[src/rtl/divider_pkg.sv]
// Shared types and constants for the runtime-programmable clock-rate divider.
package divider_pkg;

  typedef enum logic {
    IDLE = 1'b0,
    RUN  = 1'b1
  } div_state_t;

  localparam logic MODE_PULSE  = 1'b0;
  localparam logic MODE_SQUARE = 1'b1;

endpackage

[src/rtl/mod_n_counter.sv]
// WIDTH-bit modulo counter: counts 0..limit and wraps, with synchronous clear.
module mod_n_counter #(
  parameter int unsigned WIDTH = 8
) (
  input  logic             clk,
  input  logic             reset,
  input  logic             clr,
  input  logic             inc,
  input  logic [WIDTH-1:0] limit,
  output logic [WIDTH-1:0] count,
  output logic             at_max
);

  assign at_max = (count == limit);

  always_ff @(posedge clk or posedge reset) begin
    if (reset) begin
      count <= '0;
    end else if (clr) begin
      count <= '0;
    end else if (inc) begin
      count <= at_max ? '0 : count + WIDTH'(1);
    end
  end

endmodule

[src/rtl/divide_by_n_fsm.sv]
// Programmable divide-by-N: pulse or square output every N cycles; new divisors
// take effect only at a period boundary so the output never glitches.
module divide_by_n_fsm
  import divider_pkg::*;
#(
  parameter int unsigned WIDTH       = 8,
  parameter int unsigned DEFAULT_DIV = 3
) (
  input  logic             clk,
  input  logic             reset,
  input  logic             en,
  input  logic             mode,
  input  logic             load,
  input  logic [WIDTH-1:0] div_in,
  output logic             y,
  output logic             wrap,
  output logic [WIDTH-1:0] div_cur
);

  localparam int unsigned WP1 = WIDTH + 1;

  div_state_t       state;
  div_state_t       state_nxt;
  logic             run;
  logic             cnt_clr;
  logic             cnt_inc;
  logic             at_max;
  logic             apply;
  logic             pending;
  logic [WIDTH-1:0] div_pend;
  logic [WIDTH-1:0] div_eff;
  logic [WIDTH-1:0] limit;
  logic [WIDTH-1:0] count;
  logic [WP1-1:0]   hi;

  // A requested divisor of 0 behaves as divide-by-1.
  function automatic logic [WIDTH-1:0] nonzero(input logic [WIDTH-1:0] d);
    return (d == '0) ? WIDTH'(1) : d;
  endfunction

  assign div_eff = nonzero(div_cur);
  assign limit   = div_eff - WIDTH'(1);
  assign hi      = WP1'(({1'b0, div_eff} + WP1'(1)) >> 1);

  mod_n_counter #(.WIDTH(WIDTH)) u_cnt (
    .clk    (clk),
    .reset  (reset),
    .clr    (cnt_clr),
    .inc    (cnt_inc),
    .limit  (limit),
    .count  (count),
    .at_max (at_max)
  );

  always_ff @(posedge clk or posedge reset) begin
    if (reset) begin
      state <= IDLE;
    end else begin
      state <= state_nxt;
    end
  end

  always_comb begin
    state_nxt = state;
    cnt_clr   = 1'b0;
    cnt_inc   = 1'b0;
    case (state)
      IDLE: begin
        cnt_clr = 1'b1;
        if (en) begin
          state_nxt = RUN;
        end
      end
      RUN: begin
        if (!en) begin
          state_nxt = IDLE;
          cnt_clr   = 1'b1;
        end else begin
          cnt_inc = 1'b1;
        end
      end
      default: begin
        state_nxt = IDLE;
        cnt_clr   = 1'b1;
      end
    endcase
  end

  assign run  = (state == RUN);
  assign wrap = run && at_max;
  assign y    = run && ((mode == MODE_SQUARE) ? ({1'b0, count} < hi) : (count == '0));

  // Divisor shadow: loads park in div_pend until idle or the last cycle of a period.
  assign apply = (state == IDLE) || wrap;

  always_ff @(posedge clk or posedge reset) begin
    if (reset) begin
      div_cur  <= WIDTH'(DEFAULT_DIV);
      div_pend <= '0;
      pending  <= 1'b0;
    end else if (apply) begin
      if (load) begin
        div_cur <= nonzero(div_in);
        pending <= 1'b0;
      end else if (pending) begin
        div_cur <= nonzero(div_pend);
        pending <= 1'b0;
      end
    end else if (load) begin
      div_pend <= div_in;
      pending  <= 1'b1;
    end
  end

endmodule
[config.mk]
export PLATFORM = sky130hd
export DESIGN_NAME = divide_by_n_fsm
export DESIGN_NICKNAME = d
export VERILOG_FILES = /design/src/rtl/divider_pkg.sv /design/src/rtl/mod_n_counter.sv /design/src/rtl/divide_by_n_fsm.sv
export SDC_FILE = /design/constraint.sdc
export NUM_CORES = 1
export LEC_CHECK = 0
export ABC_AREA = 0
export CORE_MARGIN = 2
export CORE_UTILIZATION = 55
export CTS_BUF_LIST = sky130_fd_sc_hd__clkbuf_16
export CTS_CLUSTER_DIAMETER = 200
export DETAILED_ROUTE_END_ITERATION = 8
export PLACE_DENSITY = 0.85
export SYNTH_ARGS = -nofsm -noshare
export SYNTH_HDL_FRONTEND = slang
export SYNTH_HIERARCHICAL = 1
export SYNTH_SLANG_ARGS = --single-unit
[constraint.sdc]
create_clock -name clk -period 3.6 [get_ports clk]
set_clock_uncertainty 0.05 [all_clocks]
set_input_delay 1.08 -clock clk [delete_from_list [all_inputs] [get_ports clk]]
set_output_delay 1.08 -clock clk [all_outputs]
set_load 0.01 [all_outputs]
== Yosys cells after proc, flatten, opt, wreduce, memory -nomap -nowiden ==
Index checks and enable logic that the tools add are counted.
Word-level totals
  logic and storage cells: 39
  output and inout bits: 10
  input port bits: 13
  register bits after elaboration: 26
Cells by class
  equality and inequality tests: 1
  $lt $le $gt $ge: 1
  reduce and logical (&&, ||, !) cells: 12
  bitwise operators: 2
  multiplexer cells: 15
  add/sub/neg operators: 3
Operators with widths (count)
  8-bit 2-to-1 mux: 8
  8-bit logical NOT: 4
  8-bit by 1-bit adder with 9-bit output, second input constant: 1
  8-bit by 1-bit adder with 8-bit output, second input constant: 1
  8-bit == test: 1
  8-bit less-than comparator: 1
  8-bit by 1-bit subtractor with 8-bit output, second input constant: 1
  1-bit 2-to-1 mux: 6
  2-bit nonzero test: 3
  2-bit AND reduction: 2
  1-bit logical AND: 2
  1-bit NOT: 2
  1-bit one-hot mux with 2 select lines: 1
  1-bit logical OR: 1

== Longest topological paths before layout ==
Gate-level depths: netlist (run 1).
  word-level depth: 8
  mapped depth: 15
  depth with buffers taken out: 13

== Cells and area by module ==
Netlist (run 1), hierarchy kept.
Modules (own cells, without submodules)
  divide_by_n_fsm: cells an instance 124, area an instance 1226.2 µm², instances 1, sequential area each 452.9 µm²
  mod_n_counter: cells an instance 51, area an instance 541.8 µm², instances 1, sequential area each 200.2 µm²

== Worst setup path after synthesis (run 1) ==
OpenSTA, ideal clock, no wires.
  path type: register -> output
  from: reg div_cur[5]
  to: out y
  buffers on the path: 1
  stages on the path, launching flop included: 10
  data required time: 2470 ps
  data arrival time: 2461 ps
  path slack: 9 ps
  cell sequence: dfrtp_1 > buf_4 > or3_4 > nor3_2 > a21oi_1 > ha_1 > nand2b_1 > a2111oi_0 > nor3_1 > o41ai_1
On the way
  cells in the longest elaborated chain, start to end: 6
Ends and longest elaborated chain
  start, declared: line divide_by_n_fsm.sv:17  | output logic [WIDTH-1:0] div_cur
  start signal, assigned: line divide_by_n_fsm.sv:98  | div_cur <= WIDTH'(DEFAULT_DIV);
  start signal, assigned: line divide_by_n_fsm.sv:103  | div_cur <= nonzero(div_in);
  start signal, assigned: line divide_by_n_fsm.sv:106  | div_cur <= nonzero(div_pend);
  8-bit logical NOT: line divide_by_n_fsm.sv:38  | return (d == '0) ? WIDTH'(1) : d;
  8-bit 2-to-1 mux *: line divide_by_n_fsm.sv:38
  8-bit by 1-bit adder with 9-bit output *: line divide_by_n_fsm.sv:43  | assign hi = WP1'(({1'b0, div_eff} + WP1'(1)) >> 1);
  8-bit less-than comparator *: line divide_by_n_fsm.sv:91  | assign y = run && ((mode == MODE_SQUARE) ? ({1'b0, count} < hi) : (count == '0));
  1-bit 2-to-1 mux *: line divide_by_n_fsm.sv:91
  1-bit logical AND *: line divide_by_n_fsm.sv:91
  end, declared: line divide_by_n_fsm.sv:15  | output logic y,
Mark *: on every way between the ends. The rest lies on a longest branch, timed or not.

== Worst setup path after layout (run 1) ==
  from: reg div_cur[4]
  to: out wrap
On the way
  cells in the longest elaborated chain, start to end: 5
Ends and longest elaborated chain
  8-bit logical NOT: line divide_by_n_fsm.sv:38
  8-bit 2-to-1 mux: line divide_by_n_fsm.sv:38
  8-bit by 1-bit subtractor with 8-bit output: line divide_by_n_fsm.sv:42  | assign limit = div_eff - WIDTH'(1);
  net limit[0]: line divide_by_n_fsm.sv:32  | logic [WIDTH-1:0] limit;
  8-bit == test: line mod_n_counter.sv:14  | assign at_max = (count == limit);
  net at_max: line divide_by_n_fsm.sv:27  | logic at_max;
  1-bit logical AND: line divide_by_n_fsm.sv:90  | assign wrap = run && at_max;
  end, declared: line divide_by_n_fsm.sv:16  | output logic wrap,
The timed path passes the listed nets, and every way through them passes these cells.

==> results.py, run 1 <==
metrics = {
    "status": {
        "status": "finished with violations",
        "violations": "setup timing",
    },
    "power_and_ir_drop": {
        "power.switching_fraction_pct": 31.4,
        "register_share_of_total_power_pct": 35.8,
        "proportion_of_power_drawn_by_combinational_gates_pct": 39.4,
        "switchingPower_uw": 310,
        "p_leak_uw": 0.00104,
        "ir_drop_v": 0.000296,
        "post-layout-total-power_uw": 987,
        "power_density_over_the_cells_nw_per_um2": 408,
        "p_int_uw": 677,
        "power_frac_clock_pct": 24.8,
    },
    "layout": {
        "fillers": 179,
        "nets": 252,
        "post-route-cell-area_um2": 2420,
        "mostFrequentLayoutCells": "buf_4, dfrtp_1, clkdlybuf4s50_1, nor2_1, xor2_1",
        "footprint_of_the_multi_input_gates_um2": 1120,
        "final-seq-area_um2": 653,
        "instances_no_fill": 272,
        "final_layout_size_suffix_gt1_share_pct": 32.0,
        "finalCoreUtilization_pct": 79.2,
        "layout.cells.most_common": "buf_4",
        "area_delta_synth_final_pct": 36.8,
        "antenna_cells_inserted": 0,
    },
    "critical_path": {
        "critical_path.max_fanout": 3,
        "endpoint_kind": "primary output",
        "worst_setup_path_start_kind": "flop",
        "critical_path_arrival_ns": 2.71,
        "worst_setup_path_startpoint": "div_cur[4]",
        "worst_ep_required_time_ns": 2.47,
        "worst-setup-path-type": "reg -> out",
        "reg2reg_from": "div_cur[4]",
    },
    "route": {
        "drcViolationCount": 0,
        "drt-initial-drc-count": 105,
        "drt-total-wl_mm": 4.86,
        "wl_per_cell_um": 17.9,
        "overall_via_count_from_detail_route": 1564,
        "first_pass_iters": 4,
        "post_drt_via_cell_ratio": 5.75,
        "drtAntennaViolNets": 0,
    },
    "floorplan": {
        "num_rows": 20,
        "die_h_um": 60.7,
        "core_area_um2": 3050,
        "dieArea_um2": 3680,
        "chipWidth_um": 60.7,
        "initial_util_pct": 57.9,
        "io-pin-count": 23,
    },
    "placement": {
        "buffer_ports.inserted": 22,
        "placement.cell_area_um2": 2160,
        "dp.cells": 256,
        "gp_congestion": 0.816,
        "detailedPlacementHpwl_mm": 3.17,
    },
    "min_path": {
        "hold_class": "reg -> reg",
        "hold_start": "pending",
    },
    "grt": {
        "maximum_number_of_pins_on_one_net_before_global_route_repair": 19,
        "grt_pass1_wl_mm": 7.45,
        "grt_overflow_total": 0,
        "globalRouteTotalUtil_pct": 28.0,
        "grt_antenna_before_repair": 0,
        "first_global_vias": 1621,
    },
    "sta": {
        "layout_setup_ws_ns": -0.239,
        "finalHoldViolCount": 0,
        "slew_headroom_pct": 54.5,
        "fmax_mhz": 260,
        "setup_violations": 2,
        "min_period_ns": 3.84,
        "timing.final.crit_share_pct": 107,
        "number_of_slew_limit_violations_in_the_final_report": 0,
        "rsz0062_at_grt": "true",
        "transition_time_at_the_pin_with_the_least_slew_margin_ns": 0.682,
    },
    "job": {
        "cap_violations": 0,
    },
    "clock_network": {
        "cts-htree-levels": 1,
        "cts_tree": "built",
        "clock_sinks": 26,
        "insertion_delay_ns": 0.26,
        "cts.path.max_buffers": 2,
        "cts.reportedPaths.clkPinSlew_ns": 0.06,
        "inserted_clock_buffers": 3,
        "cts_root_buffer": "clkbuf_16",
        "number_of_hold_buffers_added_after_cts": 0,
    },
    "logic_synthesis": {
        "avgSynthCellArea_um2": 10.1,
        "syn_inst": 175,
        "ys.flop_type": "dfrtp_1",
        "synth_edf_count": 0,
        "yosysTopAreaCell": "dfrtp_1",
        "yosysSeqAreaShare_pct": 36.9,
        "synth_cell_type_count": 49,
        "ys_seq_elements": 26,
        "post-synth-top-area-fraction_pct": 34.0,
        "synthesis.yosys.warnings": 6,
        "ys_top_cells_by_area": "dfrtp_1, xor2_1, ha_1",
        "ffs_w_async_s_r_synth_pct": 100,
        "syn-num-nets": 197,
        "syn_area_um2": 1770,
    },
}
==> sequential cells by signal (all words and copies together), names as in the netlist <==
signal	cells
pending	1
run	1
div_pend	8
div_cur	8
u_cnt/count	8
==> cell families (layout without fill, tap and decap cells) <==
group,after synthesis,after routing,share of synthesized area [%]
adder cells (fa/ha/maj),9,9,6.37
AO/OA/AOI/OAI,23,23,9.13
multiplexers,16,16,9.70
buffers and inverters,15,68,4.60
flip-flops,26,26,36.9
AND/OR/NAND/NOR,62,62,21.4
XOR/XNOR,24,24,11.9
==> stage by stage <==
step	setup TNS (ns)	hold WS (ns)	setup slack [ns]
2_1_floorplan	0	0.431	0.00852
5_1_grt	-0.907	0.498	-0.362
3_5_place_dp	-0.589	0.460	-0.309
3_3_place_gp	-0.405	0.449	-0.232
4_1_cts	-0.821	0.478	-0.117
6_report	-0.354	0.470	-0.239
==> cell usage after synthesis (2+ instances only) <==
| cell | instances |
|---|---|
| mux2_2 | 9 |
| xnor2_1 | 11 |
| o2111ai_1 | 3 |
| dfrtp_1 | 24 |
| inv_1 | 7 |
| clkbuf_1 | 2 |
| and3_1 | 4 |
| and2_1 | 2 |
| nor3_2 | 3 |
| o21ai_0 | 2 |
| nand4_1 | 5 |
| or3_1 | 2 |
| mux2i_1 | 7 |
| buf_2 | 3 |
| ha_1 | 9 |
| nor4_1 | 3 |
| nand2_1 | 5 |
| nor2_1 | 15 |
| xor2_1 | 13 |
| a21oi_1 | 9 |
| a211oi_1 | 2 |
| dfstp_2 | 2 |
| nor3_1 | 7 |
==> power by group through the flow <==
| stage | Combinational [uW] | Clock (uW) | Sequential (uW) |
|---|---|---|---|
| floorplan | 177 | 0 | 365 |
| global placement | 306 | 0 | 353 |
| detailed placement | 321 | 0 | 356 |
| CTS | 355 | 246 | 353 |
| global route | 415 | 256 | 357 |
| finish | 389 | 245 | 354 |
==> layer usage <==
layer	global-route usage, %	wire, um
met1	31.7	1910
met2	51.6	2520
met3	4.05	250
met4	13.0	180
met5	0	0
==> timing repair <==
| item | 4_1_cts | 5_1_grt |
|---|---|---|
| pin swaps | 16 | 12 |
| endpoints found under the setup margin | 2 | 16 |
| hold endpoints to repair | 0 | 0 |
| setup buffers | 13 | 4 |
| resized for setup | 15 | 12 |
==> worst paths after layout <==
check / to / slack [ns] / cells past startpoint
setup / recovery: wrap / -0.24 / 11
hold / removal: pending / 0.47 / 2
setup reg to reg: u_cnt/count[4] / 0.11 / 19
hold reg to reg: pending / 0.47 / 2
max in group asynchronous: div_cur[6] / 1.85 / 2
min in group asynchronous: u_cnt/count[1] / 1.06 / 2
==> area by class of cell <==
class	count	share of cell area, %
Multi-Input combinational cell	134	46.5
Sequential cell	26	27.0
Timing Repair Buffer	58	20.0
Clock buffer	3	3.10
Tap cell	44	2.28
Inverter	7	1.09
==> critical path, cell delays in order, from the launching register on <==
cell and delay, ns:
dfrtp_1 0.38, or3_4 0.41, nor3_4 0.16, a21oi_2 0.11
ha_4 0.18, nor3b_4 0.15, xor2_1 0.16, xnor2_1 0.25
nand4_1 0.23, nor2_2 0.17, and2_1 0.14, buf_2 0.12
Note: power is estimated with default switching activity, not from simulation.
==> inputs of run 2 (changes only) <==
--- a/config.mk
+++ b/config.mk
@@ -6,6 +6,7 @@
 export NUM_CORES = 1
 export LEC_CHECK = 0
 export ABC_AREA = 0
+export ABC_CLOCK_PERIOD_IN_PS = 3600
 export CORE_MARGIN = 2
 export CORE_UTILIZATION = 55
 export CTS_BUF_LIST = sky130_fd_sc_hd__clkbuf_16
==> results of run 2 <==
No change in the layout: final DEF, timing and power equal those of run 1.
==> inputs of run 3 (changes only) <==
--- a/config.mk
+++ b/config.mk
@@ -12,6 +12,7 @@
 export CTS_BUF_LIST = sky130_fd_sc_hd__clkbuf_16
 export CTS_CLUSTER_DIAMETER = 200
 export DETAILED_ROUTE_END_ITERATION = 8
+export GPL_ROUTABILITY_DRIVEN = 0
 export PLACE_DENSITY = 0.85
 export SYNTH_ARGS = -nofsm -noshare
 export SYNTH_HDL_FRONTEND = slang
==> results of run 3 <==
No change in the layout: final DEF, timing and power equal those of run 1.
